<file path="src/rtl/relu_maxpool22.sv">
// ReLU + 2x2 stride-2 max-pooling over a raster-order signed sample stream.
// Even-row horizontal pair maxima wait in a half-row line buffer for the odd row.
module relu_maxpool22 #(
    parameter int OUT_WIDTH = 32,
    parameter int IN_COLS   = 10,
    parameter int IN_ROWS   = 10
) (
    input  logic                        clk,
    input  logic                        rst,
    input  logic                        in_valid,
    input  logic signed [OUT_WIDTH-1:0] in_data,
    output logic                        out_valid,
    output logic signed [OUT_WIDTH-1:0] out_data,
    output logic                        out_last,
    output logic                        busy
);

    localparam int HALF = IN_COLS / 2;
    localparam int CW   = (IN_COLS > 1) ? $clog2(IN_COLS) : 1;
    localparam int RW   = (IN_ROWS > 1) ? $clog2(IN_ROWS) : 1;
    localparam int HW   = (HALF > 1) ? $clog2(HALF) : 1;

    if ((IN_COLS % 2) != 0) begin : g_bad_cols
        $error("relu_maxpool22: IN_COLS must be even");
    end
    if ((IN_ROWS % 2) != 0) begin : g_bad_rows
        $error("relu_maxpool22: IN_ROWS must be even");
    end

    logic        [CW-1:0]        r_col;
    logic        [RW-1:0]        r_row;
    logic signed [OUT_WIDTH-1:0] r_hold;
    logic signed [OUT_WIDTH-1:0] r_linebuf [HALF];
    logic                        r_out_valid;
    logic signed [OUT_WIDTH-1:0] r_out_data;
    logic                        r_out_last;
    logic                        r_busy;

    logic        [HW-1:0]        w_idx;
    logic                        w_last_col;
    logic                        w_last_row;
    logic signed [OUT_WIDTH-1:0] w_line;
    logic signed [OUT_WIDTH-1:0] w_hmax;
    logic signed [OUT_WIDTH-1:0] w_pmax;

    assign w_idx      = HW'(r_col >> 1);
    assign w_last_col = (r_col == CW'(IN_COLS - 1));
    assign w_last_row = (r_row == RW'(IN_ROWS - 1));
    assign w_line     = r_linebuf[w_idx];
    assign w_hmax     = (r_hold > in_data) ? r_hold : in_data;
    assign w_pmax     = (w_line > w_hmax) ? w_line : w_hmax;

    // Raster position, busy flag and the registered pooled output.
    always_ff @(posedge clk) begin
        if (rst) begin
            r_col       <= '0;
            r_row       <= '0;
            r_hold      <= '0;
            r_out_valid <= 1'b0;
            r_out_data  <= '0;
            r_out_last  <= 1'b0;
            r_busy      <= 1'b0;
        end else begin
            r_out_valid <= 1'b0;
            r_out_last  <= 1'b0;
            if (in_valid) begin
                if (!r_col[0]) begin
                    r_hold <= in_data;
                end else if (r_row[0]) begin
                    r_out_valid <= 1'b1;
                    r_out_data  <= w_pmax[OUT_WIDTH-1] ? '0 : w_pmax;
                    r_out_last  <= w_last_col && w_last_row;
                end
                if (w_last_col) begin
                    r_col <= '0;
                    r_row <= w_last_row ? '0 : r_row + 1'b1;
                end else begin
                    r_col <= r_col + 1'b1;
                end
                r_busy <= !(w_last_col && w_last_row);
            end
        end
    end

    // Line buffer needs no reset: every entry is rewritten by an even row before use.
    always_ff @(posedge clk) begin
        if (!rst && in_valid && r_col[0] && !r_row[0]) begin
            r_linebuf[w_idx] <= w_hmax;
        end
    end

    assign out_valid = r_out_valid;
    assign out_data  = r_out_data;
    assign out_last  = r_out_last;
    assign busy      = r_busy;

endmodule

</file>
<file path="config.mk">
export PLATFORM = sky130hd
export DESIGN_NAME = relu_maxpool22
export DESIGN_NICKNAME = d
export VERILOG_FILES = /design/src/rtl/relu_maxpool22.sv
export SDC_FILE = /design/constraint.sdc
export NUM_CORES = 1
export LEC_CHECK = 0
export BUFFER_PORTS_ARGS = -buffer_cell sky130_fd_sc_hd__buf_2
export CAP_MARGIN = 10
export CORE_MARGIN = 5
export CORE_UTILIZATION = 42
export CTS_CLUSTER_SIZE = 8
export DETAILED_ROUTE_END_ITERATION = 6
export PLACE_DENSITY = 0.65
export SLEW_MARGIN = 20
export SYNTH_ARGS = -nofsm -noshare
export SYNTH_HDL_FRONTEND = slang
export SYNTH_SLANG_ARGS = --single-unit
</file>
<file path="constraint.sdc">
create_clock -name clk -period 19.5 [get_ports clk]
set_input_delay 5.85 -clock clk [delete_from_list [all_inputs] [get_ports clk]]
set_output_delay 5.85 -clock clk [all_outputs]
set_load 0.01 [all_outputs]
</file>
==> results of run 1 <==
-- final timing paths --
path | startpoint | endpoint | slack (ns) | cells past startpoint
setup / recovery | in_data[31] | out_data[28] | 7.79 | 21
hold / removal | r_hold[1] | r_hold[1] | 0.47 | 2
setup reg to reg | r_hold[31] | out_data[28] | 12.91 | 19
hold reg to reg | r_hold[1] | r_hold[1] | 0.47 | 2
-- state kept, by name, summed over array words and instances, names as in the netlist, named ones only --
signal     flops
r_linebuf    160
r_hold        32
out_data      31
r_col          4
r_row          4
busy           1
out_last       1
out_valid      1
-- per-layer routing --
metal / up-vias / routed length (um)
met2: 275 / 13590
met4: 0 / 588
li1: 3947 / -
met1: 4105 / 13810
met3: 45 / 1884
met5: - / 0
-- worst max-delay path: stages --
cell and delay [ns]:
sky130_fd_sc_hd__buf_2 0.09, sky130_fd_sc_hd__inv_1 0.05, sky130_fd_sc_hd__ha_1 0.37, sky130_fd_sc_hd__nand4_1 0.17, sky130_fd_sc_hd__nor4_1 0.44, sky130_fd_sc_hd__nand2_1 0.15
sky130_fd_sc_hd__nor3_1 0.24, sky130_fd_sc_hd__o311a_1 0.87, sky130_fd_sc_hd__o21ai_0 0.17, sky130_fd_sc_hd__o21ai_1 0.35, sky130_fd_sc_hd__inv_1 0.10, sky130_fd_sc_hd__ha_1 0.31
sky130_fd_sc_hd__and3_1 0.21, sky130_fd_sc_hd__a221o_1 0.33, sky130_fd_sc_hd__a21o_1 0.18, sky130_fd_sc_hd__a221oi_1 0.39, sky130_fd_sc_hd__a22oi_1 0.21, sky130_fd_sc_hd__nand2_2 0.55
sky130_fd_sc_hd__a21o_2 0.66, sky130_fd_sc_hd__nand4_1 0.17, sky130_fd_sc_hd__a21oi_1 0.20
-- metrics by stage --
| step | setup slack [ns] | std cells | power, mW |
|---|---|---|---|
| 2_1_floorplan | 9.319 | 1015 | 0.6720 |
| 3_3_place_gp | 7.324 | 1412 | 0.7166 |
| 6_report | 7.786 | 1473 | 1.267 |
| 4_1_cts | 7.868 | 1473 | 1.275 |
| 3_5_place_dp | 7.376 | 1412 | 0.7200 |
| 5_1_grt | 7.186 | 1473 | 1.319 |
-- where the power goes --
group | internal [mW] | total (mW) | switching (mW)
Sequential | 0.553 | 0.558 | 0.00414
Combinational | 0.0439 | 0.155 | 0.111
Clock | 0.349 | 0.554 | 0.205
Total | 0.946 | 1.27 | 0.321
-- cells in the final DEF, fill, tap and decap left out, drive strengths merged, types with 3 or more instances in the layout --
cell | Yosys | final
nand2 | 117 | 117
nor3 | 39 | 39
mux2 | 32 | 32
nand4 | 41 | 41
a21o | 6 | 6
nor4 | 7 | 7
buf | 29 | 92
nand3 | 12 | 12
a221oi | 33 | 33
a21oi | 88 | 88
mux4 | 32 | 32
nand2b | 4 | 4
edfxtp | 160 | 160
o21ai | 72 | 72
and2 | 3 | 3
ha | 63 | 63
clkbuf | 44 | 60
inv | 66 | 66
o21a | 3 | 3
nor3b | 3 | 3
dfxtp | 77 | 77
nor2b | 8 | 8
nor2 | 20 | 20
a211oi | 33 | 33
-- cells by family after synthesis --
group	after synthesis	share of synthesized area, %
simple gates	262	10.64
compound gates	245	14.37
flops	237	53.85
buf+inv	139	4.937
mux	65	9.259
fa+ha+maj	63	6.689
xor+xnor	3	0.2230
other cells	1	0.03182
-- final cells by class --
cell class | count | area, um2
Fill cell | 2545 | 14270
Sequential cell | 237 | 6347
Multi-Input combinational cell | 639 | 4903
Clock buffer | 60 | 1012
Timing Repair Buffer | 92 | 520.5
Tap cell | 378 | 473.0
Inverter | 66 | 247.7
Clock inverter | 1 | 5.005
==> impl_table.tex, run 1 <==
\begin{tabular}{lr}
\hline
Metric & Value \\
\hline
\multicolumn{2}{l}{\textbf{Run status}} \\
\quad Result of the run & finished, final reports clean \\
\multicolumn{2}{l}{\textbf{Synthesis}} \\
\quad Top\_reg\_cell synth & sky130\_fd\_sc\_hd\_\_edfxtp\_1 \\
\quad Syn\_nets & 1113 \\
\quad Top-count cell post-synth & sky130\_fd\_sc\_hd\_\_edfxtp\_1 \\
\quad Asr flop ratio synth & 0\% \\
\quad Syn Inst Count & 1015 \\
\quad Top-area cell type share of the netlist area & 40.77\% \\
\quad Sequential area share after synthesis & 53.85\% \\
\quad Syn avg cell area & 11.61 um2 \\
\quad Area contributors post-synth & sky130\_fd\_sc\_hd\_\_edfxtp\_1 (41\%), sky130\_fd\_sc\_hd\_\_dfxtp\_1 (13\%), sky130\_fd\_sc\_hd\_\_ha\_1 (6.7\%) \\
\quad Number of library cell types mapped by synthesis & 51 \\
\quad Netlist Area Pre-Place & 11780 um2 \\
\quad Yosys warns & 0 \\
\quad Number of enable-type register cells in the synthesized netlist & 160 \\
\quad Most common library cells after synthesis & sky130\_fd\_sc\_hd\_\_edfxtp\_1 (160), sky130\_fd\_sc\_hd\_\_nand2\_1 (116), sky130\_fd\_sc\_hd\_\_a21oi\_1 (88) \\
\quad Top cell type by total area after synthesis & sky130\_fd\_sc\_hd\_\_edfxtp\_1 \\
\quad Number of synthesized register bits & 237 \\
\multicolumn{2}{l}{\textbf{Routing}} \\
\quad Via-per-instance ratio & 5.684 \\
\quad Via count & 8372 \\
\quad Number of design-rule violations left by the first detailed-router iteration & 622 \\
\quad Number of nets with antenna violations after detailed routing & 0 \\
\quad First-pass iteration count of the detailed router & 7 \\
\quad Wire length per cell after detailed routing & 20.28 um \\
\quad Remaining design rule violation count & 0 \\
\quad Routed wire length & 29870 um \\
\multicolumn{2}{l}{\textbf{Die}} \\
\quad Top-level port count & 70 \\
\quad Initial standard-cell utilization of the core & 42.42\% \\
\quad Die outline width & 177.5 um \\
\quad Placement Rows & 61 \\
\quad Area of the core region & 27780 um2 \\
\quad Die Height & 177.5 um \\
\quad Die area & 31510 um2 \\
\multicolumn{2}{l}{\textbf{Power}} \\
\quad Standby leakage power & 4.814 nW \\
\quad Max VDD drop & 0.00006576 V \\
\quad Pwr dens & 93.76 nW/um2 \\
\multicolumn{2}{l}{\textbf{Finish}} \\
\quad Synth-to-Final Area Change & 14.64\% \\
\quad Post-route cell area & 13510 um2 \\
\quad Antenna Cells & 0 \\
\quad Final-stage net count & 1169 \\
\quad Final cell utilization of the core & 48.63\% \\
\quad Share of layout cells above drive strength 1 & 21.83\% \\
\multicolumn{2}{l}{\textbf{STA}} \\
\quad Setup\_tns & 0 ns \\
\quad Number of endpoints with negative hold slack in the final report & 0 \\
\quad F\_max & 85.37 MHz \\
\quad Slew @ Worst Pin & 1.021 ns \\
\quad Max-Slew Margin vs Limit & 31.96\% \\
\quad Final Critical Period & 11.71 ns \\
\quad Max-slew violation count & 0 \\
\quad Final period util & 60.07\% \\
\quad Minimum hold slack & 0.4704 ns \\
\quad Count of final setup violators & 0 \\
\quad Worst clock skew & 0.02221 ns \\
\quad RSZ-0062 raised after global routing & false \\
\multicolumn{2}{l}{\textbf{Clocking}} \\
\quad Number of resized instances in the post-cts repair step & 0 \\
\quad CTS clk-pin slew, worst paths & 0.05 ns \\
\quad Clock Sinks & 237 \\
\quad Number of buffers on the longest clock path & 3 \\
\quad Post-CTS setup buffer count & 0 \\
\quad Hold-fix buffers, CTS & 0 \\
\quad Clock insertion delay at the later pin of the skew report & 0.51 ns \\
\quad CTS tree & built \\
\quad Clk Tree Root Cell & sky130\_fd\_sc\_hd\_\_clkbuf\_16 \\
\quad Number of levels the H-tree was split into & 2 \\
\quad Number of CTS-inserted buffers & 35 \\
\multicolumn{2}{l}{\textbf{GRT}} \\
\quad Largest net degree at the start of global routing & 77 \\
\quad Global-route wire length before repair & 46670 um \\
\quad Met3 Resource Use GR & 3.068\% \\
\quad Grt met2 use & 29.43\% \\
\quad Number of global-route vias before repair & 8293 \\
\quad Overall routing resource usage & 18.87\% \\
\quad Most heavily used metal layer in global routing & met2 \\
\quad Number of antenna violations at the first check in global routing & 0 \\
\quad Grt total ovfl & 0 \\
\quad Met1 routing resource usage after global routing & 27.63\% \\
\multicolumn{2}{l}{\textbf{Setup path}} \\
\quad Critical path capture point type & flop \\
\quad Startpoint types & primary input \\
\quad Critical path data required time & 19.91 ns \\
\quad Worst Path Class, Setup & primary input to flop \\
\quad Largest driver fanout on the critical path & 31 \\
\quad Data arrival time of the critical path & 12.12 ns \\
\multicolumn{2}{l}{\textbf{Placement}} \\
\quad Final HPWL DP & 18570 um \\
\quad Placed instance area & 12490 um2 \\
\quad Quantity of I/O buffers inserted on ports & 68 \\
\quad Routability-driven placement congestion ratio & 0.8173 \\
\multicolumn{2}{l}{\textbf{Job}} \\
\quad Number of max-cap violations & 0 \\
\multicolumn{2}{l}{\textbf{Min path}} \\
\quad Path class of the lowest-slack min-delay path & flop to flop \\
\hline
\end{tabular}
Power figures use the tool's default switching activity.
==> inputs of run 2 (changes only) <==
clock period = 11.7 ns   (was 19.5 ns; I/O delays follow)
==> run 2 against run 1 <==
  * Sequential power rose by 66%
  * Global-route usage grew 0.061 points
  * Wire length is 0.61% lower
  * Count of clock-buffer cells in the layout decreased by 2
  * Hold slack better by 0.0022 ns
  * Critical path type unchanged
  * Critical endpoint is now out_data[2]
  * Largest cell class unchanged
  * Highest routed layer unchanged
==> impl_table.tex, run 2 (same netlist as run 1, synthesis figures left out) <==
\begin{tabular}{lr}
\hline
Metric & Value \\
\hline
\multicolumn{2}{l}{\textbf{Routing}} \\
\quad First-pass iteration count of the detailed router & 5 (-2) \\
\quad Remaining design rule violation count & 0 (unchanged) \\
\quad Routed wire length & 29690 um (-0.61\%) \\
\quad Via-per-instance ratio & 5.678 (about the same) \\
\quad Number of design-rule violations left by the first detailed-router iteration & 562 (-9.6\%) \\
\quad Via count & 8370 (-0.024\%) \\
\quad Wire length per cell after detailed routing & 20.14 um (-0.68\%) \\
\quad Number of nets with antenna violations after detailed routing & 0 (unchanged) \\
\multicolumn{2}{l}{\textbf{Setup path}} \\
\quad Worst Path Class, Setup & primary input to flop \\
\quad Largest driver fanout on the critical path & 31 (unchanged) \\
\quad Data arrival time of the critical path & 9.53 ns (-2.59 ns) \\
\quad Setup slack of the most critical reg-to-reg path & 5.28 ns (-7.63 ns) \\
\quad Critical path data required time & 12.03 ns (-7.88 ns) \\
\quad Critical path capture point type & flop \\
\quad Startpoint types & primary input \\
\multicolumn{2}{l}{\textbf{Run status}} \\
\quad Result of the run & finished, final reports clean \\
\multicolumn{2}{l}{\textbf{Clocking}} \\
\quad Clock Sinks & 237 (unchanged) \\
\quad CTS tree & built \\
\quad Number of resized instances in the post-cts repair step & 0 (unchanged) \\
\quad Hold-fix buffers, CTS & 0 (unchanged) \\
\quad Number of CTS-inserted buffers & 35 (unchanged) \\
\quad Clock insertion delay at the later pin of the skew report & 0.50 ns (about the same) \\
\quad Post-CTS setup buffer count & 0 (unchanged) \\
\quad Number of levels the H-tree was split into & 2 (unchanged) \\
\quad CTS clk-pin slew, worst paths & 0.05 ns (about the same) \\
\quad Number of buffers on the longest clock path & 3 (unchanged) \\
\quad Clk Tree Root Cell & sky130\_fd\_sc\_hd\_\_clkbuf\_16 \\
\multicolumn{2}{l}{\textbf{GRT}} \\
\quad Largest net degree at the start of global routing & 77 (unchanged) \\
\quad Overall routing resource usage & 18.93\% (+0.061 points) \\
\quad Grt total ovfl & 0 (unchanged) \\
\quad Number of antenna violations at the first check in global routing & 0 (unchanged) \\
\quad Global-route wire length before repair & 46880 um (+0.44\%) \\
\quad Number of global-route vias before repair & 8309 (+0.19\%) \\
\multicolumn{2}{l}{\textbf{STA}} \\
\quad RSZ-0062 raised after global routing & false \\
\quad Slew @ Worst Pin & 1.019 ns (-0.001896 ns) \\
\quad Max-Slew Margin vs Limit & 32.09\% (+0.13 points) \\
\quad Final period util & 78.60\% \\
\quad Worst setup slack after layout & 2.503 ns (-5.283 ns) \\
\quad Max-slew violation count & 0 (unchanged) \\
\quad Count of final setup violators & 0 (unchanged) \\
\quad Final Critical Period & 9.197 ns \\
\quad F\_max & 108.7 MHz \\
\quad Worst clock skew & 0.01414 ns (-0.008074 ns) \\
\quad Setup\_tns & 0 ns (unchanged) \\
\quad Number of endpoints with negative hold slack in the final report & 0 (unchanged) \\
\quad Minimum hold slack & 0.4727 ns (+0.002245 ns) \\
\multicolumn{2}{l}{\textbf{Power}} \\
\quad Sequential share of power & 44.6\% (+0.6 points) \\
\quad Pwr dens & 154.4 nW/um2 (+65\%) \\
\quad Gate power share & 12.4\% (about the same) \\
\quad Max VDD drop & 0.00009383 V (+43\%) \\
\quad Part of the power in the clock network & 43.0\% (-0.7 points) \\
\quad Switching share of power & 25.57\% (+0.26 points) \\
\quad Design Power & 2.085 mW (+65\%) \\
\quad Internal power & 1.552 mW (+64\%) \\
\quad Standby leakage power & 4.809 nW (about the same) \\
\quad Net switching power & 533.2 uW (+66\%) \\
\multicolumn{2}{l}{\textbf{Finish}} \\
\quad Register name with the most flops & r\_linebuf \\
\quad Most common cell after layout, fill and taps aside & sky130\_fd\_sc\_hd\_\_edfxtp\_1 \\
\quad Number of flip-flops under the largest register name & 160 (unchanged) \\
\quad Antenna Cells & 0 (unchanged) \\
\quad Share of layout cells above drive strength 1 & 21.81\% (about the same) \\
\quad Final-stage net count & 1171 (+0.17\%) \\
\quad Commonest cells after routing, fill and taps aside & sky130\_fd\_sc\_hd\_\_edfxtp\_1 (160), sky130\_fd\_sc\_hd\_\_nand2\_1 (116), sky130\_fd\_sc\_hd\_\_a21oi\_1 (88), sky130\_fd\_sc\_hd\_\_dfxtp\_1 (76), sky130\_fd\_sc\_hd\_\_buf\_2 (68) \\
\quad Synth-to-Final Area Change & 14.58\% (about the same) \\
\multicolumn{2}{l}{\textbf{Min path}} \\
\quad Path class of the lowest-slack min-delay path & flop to flop \\
\multicolumn{2}{l}{\textbf{Placement}} \\
\quad Final HPWL DP & 18960 um (+2.1\%) \\
\quad Quantity of I/O buffers inserted on ports & 68 (unchanged) \\
\quad Routability-driven placement congestion ratio & 0.8245 (+0.88\%) \\
\quad Pre-CTS setup slack & 2.137 ns (-5.239 ns) \\
\multicolumn{2}{l}{\textbf{Die}} \\
\quad Die outline width & 177.5 um (unchanged) \\
\quad Placement Rows & 61 (unchanged) \\
\quad Die Height & 177.5 um (unchanged) \\
\quad Top-level port count & 70 (unchanged) \\
\quad Area of the core region & 27780 um2 (unchanged) \\
\quad Die area & 31510 um2 (unchanged) \\
\quad Initial standard-cell utilization of the core & 42.42\% (unchanged) \\
\multicolumn{2}{l}{\textbf{Job}} \\
\quad Number of max-cap violations & 0 (unchanged) \\
\hline
\end{tabular}
==> run 2: worst max-delay path, stage by stage <==
cell	delay, ns
sky130_fd_sc_hd__buf_2	0.09
sky130_fd_sc_hd__inv_1	0.05
sky130_fd_sc_hd__ha_1	0.37
sky130_fd_sc_hd__nand4_1	0.17
sky130_fd_sc_hd__nor4_1	0.42
sky130_fd_sc_hd__nand2_1	0.14
sky130_fd_sc_hd__nor3_1	0.23
sky130_fd_sc_hd__o311a_1	0.87
sky130_fd_sc_hd__o21ai_0	0.22
sky130_fd_sc_hd__o21ai_1	0.37
sky130_fd_sc_hd__inv_1	0.10
sky130_fd_sc_hd__ha_1	0.33
sky130_fd_sc_hd__a21o_1	0.18
sky130_fd_sc_hd__a221o_1	0.30
sky130_fd_sc_hd__a21o_1	0.18
sky130_fd_sc_hd__a221oi_1	0.52
sky130_fd_sc_hd__a22oi_1	0.24
sky130_fd_sc_hd__nand2_2	0.12
sky130_fd_sc_hd__a21o_1	0.49
sky130_fd_sc_hd__buf_4	0.37
sky130_fd_sc_hd__a21o_1	0.16
sky130_fd_sc_hd__a31oi_1	0.08
==> run 2: power by group through the flow <==
stage / combinational (mW) / clock (mW) / sequential [mW]
2_1_floorplan: 0.177 / 0 / 0.943
3_3_place_gp: 0.252 / 0 / 0.945
3_5_place_dp: 0.256 / 0 / 0.945
4_1_cts: 0.258 / 0.913 / 0.929
5_1_grt: 0.286 / 0.953 / 0.929
6_report: 0.259 / 0.897 / 0.929
==> run 2: cell type report <==
class                      count  area (um2)
timing repair buffer          94       555.5
tap                          378       473.0
clock buffer                  58       962.2
sequential                   237        6347
fill                        2535       14280
clock inverter                 2       13.76
inverter                      66       247.7
multi-input combinational    639        4902
==> run 2: path summary, 6_finish.rpt <==
path,start,cells past startpoint,to
worst max register to register,r_hold[31],20,out_data[2]
worst min-delay path,r_hold[28],2,r_hold[28]
worst min register to register,r_hold[28],2,r_hold[28]
worst max-delay path,in_data[31],22,out_data[2]
==> run 2: layer usage <==
metal,vias up,GRT usage (%),part of all wire (%),routed length [um]
met3,56,3.451,5.4,1614
met4,0,4.641,1.8,535
met2,250,30.41,47,13960
met1,4102,26.75,46,13580
met5,-,0,0,0
li1,3962,-,-,-
==> run 2: per-stage QoR <==
stage / instance area (um2) / cells / util [%]
after detailed placement: 12530 / 1414 / 45.09
after global routing: 13500 / 1474 / 48.60
final: 13500 / 1474 / 48.60
after CTS: 13500 / 1474 / 48.60
after floorplan: 11780 / 1015 / -
after global placement: 12500 / 1413 / 44.99
==> inputs of run 3 (changes only) <==
PLACE_DENSITY = 0.67   (was 0.65)
clock period = 8.1 ns   (was 11.7 ns; I/O delays follow)
==> run 3 against run 2 <==
  * Sequential share of layout area about the same
  * Count of clock-buffer cells in the layout unchanged
  * Utilization about the same
  * Register-to-register slack got worse by 3.0 ns
  * Clock power increased by 45%
  * Setup slack got worse by 1.9 ns
  * Largest power group unchanged
==> impl_table.tex, run 3 (same netlist as run 1, synthesis figures left out) <==
\begin{tabular}{lr}
\hline
Metric & Value \\
\hline
\multicolumn{2}{l}{\textbf{Clocking}} \\
\quad Number of levels the H-tree was split into & 2 (unchanged) \\
\quad Clock Sinks & 237 (unchanged) \\
\quad Post-CTS setup buffer count & 0 (unchanged) \\
\quad Clock insertion delay at the later pin of the skew report & 0.50 ns (about the same) \\
\quad Number of CTS-inserted buffers & 35 (unchanged) \\
\quad Hold-fix buffers, CTS & 0 (unchanged) \\
\quad Clk Tree Root Cell & sky130\_fd\_sc\_hd\_\_clkbuf\_16 \\
\quad CTS clk-pin slew, worst paths & 0.05 ns (about the same) \\
\quad Number of resized instances in the post-cts repair step & 0 (unchanged) \\
\quad Number of buffers on the longest clock path & 3 (unchanged) \\
\quad CTS tree & built \\
\multicolumn{2}{l}{\textbf{Placement}} \\
\quad Total instance count after detailed placement & 1417 (+0.21\%) \\
\quad Final HPWL DP & 19350 um (+2.1\%) \\
\quad Pre-CTS setup slack & 0.1133 ns (-2.024 ns) \\
\quad Routability-driven placement congestion ratio & 0.8483 (+2.9\%) \\
\quad Quantity of I/O buffers inserted on ports & 68 (unchanged) \\
\quad Placed instance area & 12530 um2 (about the same) \\
\multicolumn{2}{l}{\textbf{Die}} \\
\quad Top-level port count & 70 (unchanged) \\
\quad Initial standard-cell utilization of the core & 42.42\% (unchanged) \\
\quad Die outline width & 177.5 um (unchanged) \\
\quad Area of the core region & 27780 um2 (unchanged) \\
\quad Placement Rows & 61 (unchanged) \\
\quad Die Height & 177.5 um (unchanged) \\
\quad Die area & 31510 um2 (unchanged) \\
\multicolumn{2}{l}{\textbf{Power}} \\
\quad Pwr dens & 223.7 nW/um2 (+45\%) \\
\quad Standby leakage power & 4.818 nW (+0.18\%) \\
\quad Max VDD drop & 0.0001535 V (+64\%) \\
\quad Sequential share of power & 44.4\% (-0.2 points) \\
\quad Internal power & 2.245 mW (+45\%) \\
\quad Gate power share & 12.6\% (+0.2 points) \\
\quad Part of the power in the clock network & 42.9\% (about the same) \\
\quad Net switching power & 776.0 uW (+46\%) \\
\quad Switching share of power & 25.68\% (+0.11 points) \\
\multicolumn{2}{l}{\textbf{STA}} \\
\quad Max-slew violation count & 0 (unchanged) \\
\quad Final period util & 93.04\% \\
\quad RSZ-0062 raised after global routing & false \\
\quad Worst clock skew & 0.02273 ns (+0.008596 ns) \\
\quad Minimum hold slack & 0.4697 ns (-0.003015 ns) \\
\quad Worst setup slack after layout & 0.5636 ns (-1.940 ns) \\
\quad Setup\_tns & 0 ns (unchanged) \\
\quad Final Critical Period & 7.536 ns \\
\quad F\_max & 132.7 MHz \\
\quad Count of final setup violators & 0 (unchanged) \\
\quad Number of endpoints with negative hold slack in the final report & 0 (unchanged) \\
\quad Max-Slew Margin vs Limit & 40.30\% (+8.2 points) \\
\quad Slew @ Worst Pin & 0.8954 ns (-0.1233 ns) \\
\multicolumn{2}{l}{\textbf{Setup path}} \\
\quad Start point of the critical path & in\_data[31] \\
\quad Critical path capture point type & flop \\
\quad R2r startpoint & r\_hold[31] \\
\quad Startpoint types & primary input \\
\quad CP Buf/Inv Count & 5 (+1) \\
\quad Critical path data required time & 8.43 ns (-3.60 ns) \\
\quad Maximum cell stage delay along the critical path & 0.48 ns (-0.39 ns) \\
\quad Setup slack of the most critical reg-to-reg path & 2.26 ns (-3.02 ns) \\
\quad Data arrival time of the critical path & 7.87 ns (-1.66 ns) \\
\quad Kind of cell with the highest combined delay on the critical path & simple AND/OR/NAND/NOR gates \\
\quad Cell Chain, Critical Path & buf\_2 > inv\_1 > ha\_1 > nand4\_1 > nor4\_1 > nand2\_1 > nor3\_1 > o311a\_1 > buf\_4 > o21ai\_0 > o21ai\_1 > inv\_1 > ha\_1 > nand4\_1 > nor3\_1 > nand2\_1 > nor3\_1 > a22oi\_1 > nand2\_2 > buf\_4 > a211oi\_1 > a221oi\_2 > a21oi\_1 \\
\quad Library cell contributing the largest single delay on the critical path & sky130\_fd\_sc\_hd\_\_o311a\_1 \\
\quad Most common cell type on the critical path & sky130\_fd\_sc\_hd\_\_nor3\_1 \\
\quad Largest driver fanout on the critical path & 30 (-3.2\%) \\
\quad Worst Path Class, Setup & primary input to flop \\
\multicolumn{2}{l}{\textbf{Finish}} \\
\quad Commonest cells after routing, fill and taps aside & sky130\_fd\_sc\_hd\_\_edfxtp\_1 (160), sky130\_fd\_sc\_hd\_\_nand2\_1 (116), sky130\_fd\_sc\_hd\_\_a21oi\_1 (88), sky130\_fd\_sc\_hd\_\_dfxtp\_1 (76), sky130\_fd\_sc\_hd\_\_buf\_2 (68) \\
\quad Non-filler instance count after layout & 1477 (+0.20\%) \\
\quad Antenna Cells & 0 (unchanged) \\
\quad Share of layout cells above drive strength 1 & 22.02\% (+0.21 points) \\
\quad Post-route cell area & 13500 um2 (about the same) \\
\quad Synth-to-Final Area Change & 14.60\% (about the same) \\
\quad Number of flip-flops under the largest register name & 160 (unchanged) \\
\quad Number of filler instances in the final layout & 2541 (+0.24\%) \\
\quad Most common cell after layout, fill and taps aside & sky130\_fd\_sc\_hd\_\_edfxtp\_1 \\
\quad Final-stage net count & 1174 (+0.26\%) \\
\quad Register name with the most flops & r\_linebuf \\
\multicolumn{2}{l}{\textbf{GRT}} \\
\quad Global-route wire length before repair & 47610 um (+1.6\%) \\
\quad Number of antenna violations at the first check in global routing & 0 (unchanged) \\
\quad Overall routing resource usage & 19.15\% (+0.22 points) \\
\quad Grt total ovfl & 0 (unchanged) \\
\quad Largest net degree at the start of global routing & 77 (unchanged) \\
\quad Number of global-route vias before repair & 8379 (+0.84\%) \\
\multicolumn{2}{l}{\textbf{Routing}} \\
\quad Number of nets with antenna violations after detailed routing & 0 (unchanged) \\
\quad Routed wire length & 30520 um (+2.8\%) \\
\quad Number of design-rule violations left by the first detailed-router iteration & 659 (+17\%) \\
\quad Wire length per cell after detailed routing & 20.66 um (+2.6\%) \\
\quad Via-per-instance ratio & 5.779 (+1.8\%) \\
\quad Remaining design rule violation count & 0 (unchanged) \\
\quad First-pass iteration count of the detailed router & 5 (unchanged) \\
\quad Via count & 8535 (+2.0\%) \\
\multicolumn{2}{l}{\textbf{Job}} \\
\quad Number of max-cap violations & 0 (unchanged) \\
\multicolumn{2}{l}{\textbf{Min path}} \\
\quad Path class of the lowest-slack min-delay path & flop to flop \\
\quad Beginning of the worst hold path & r\_hold[0] \\
\multicolumn{2}{l}{\textbf{Run status}} \\
\quad Result of the run & finished, final reports clean \\
\hline
\end{tabular}
[run 3: changes by cell type in the layout (fill, tap and decap cells not counted)]
cell and change:
sky130_fd_sc_hd__buf_16 -1, sky130_fd_sc_hd__buf_4 +4
[run 3: worst reg2reg max path, delay by kind of cell (launching register included)]
kind / cells / cell delay, ns
AO/OA/AOI/OAI: 7 / 1.66
adder cells (fa/ha/maj): 2 / 0.73
buffers and inverters: 3 / 0.79
flip-flops: 1 / 0.36
AND/OR/NAND/NOR: 9 / 2.15
[run 3: power by group through the flow]
stage	combinational, mW	clock [mW]	sequential (mW)
after CTS	0.377	1.32	1.34
after global placement	0.369	0	1.36
after global routing	0.417	1.37	1.34
after detailed placement	0.376	0	1.37
final	0.381	1.30	1.34
after floorplan	0.256	0	1.36
[run 3: per-layer routing]
layer  global-route usage [%]  up-vias  share of wire, %
li1                         -     3963                 -
met1                    27.44     4220                45
met2                    30.79      305                47
met3                    2.897       47               6.3
met4                    4.737        0               1.8
met5                        0        -                 0
[run 3: area by class of cell]
class | count | area (um2) | area share (%)
inverters | 66 | 247.7 | 1.835
flip-flops and latches | 237 | 6347 | 47.00
clock inverters | 2 | 13.76 | 0.1019
multi-input cells | 639 | 4902 | 36.30
repair buffers | 97 | 558.0 | 4.132
well taps | 378 | 473.0 | 3.502
clock buffers | 58 | 962.2 | 7.125
[run 3: final timing paths]
kind,to,cells past startpoint
worst max-delay path,out_data[0],23
worst min-delay path,r_hold[0],2
worst max register to register,out_data[0],21
worst min register to register,r_hold[0],2
[run 3: through the flow]
stage                     total power, mW  utilization, %
after floorplan                     1.618               -
after global placement              1.734           45.10
after detailed placement            1.741           45.10
after CTS                           3.041           48.61
after global routing                3.129           48.61
final                               3.021           48.61
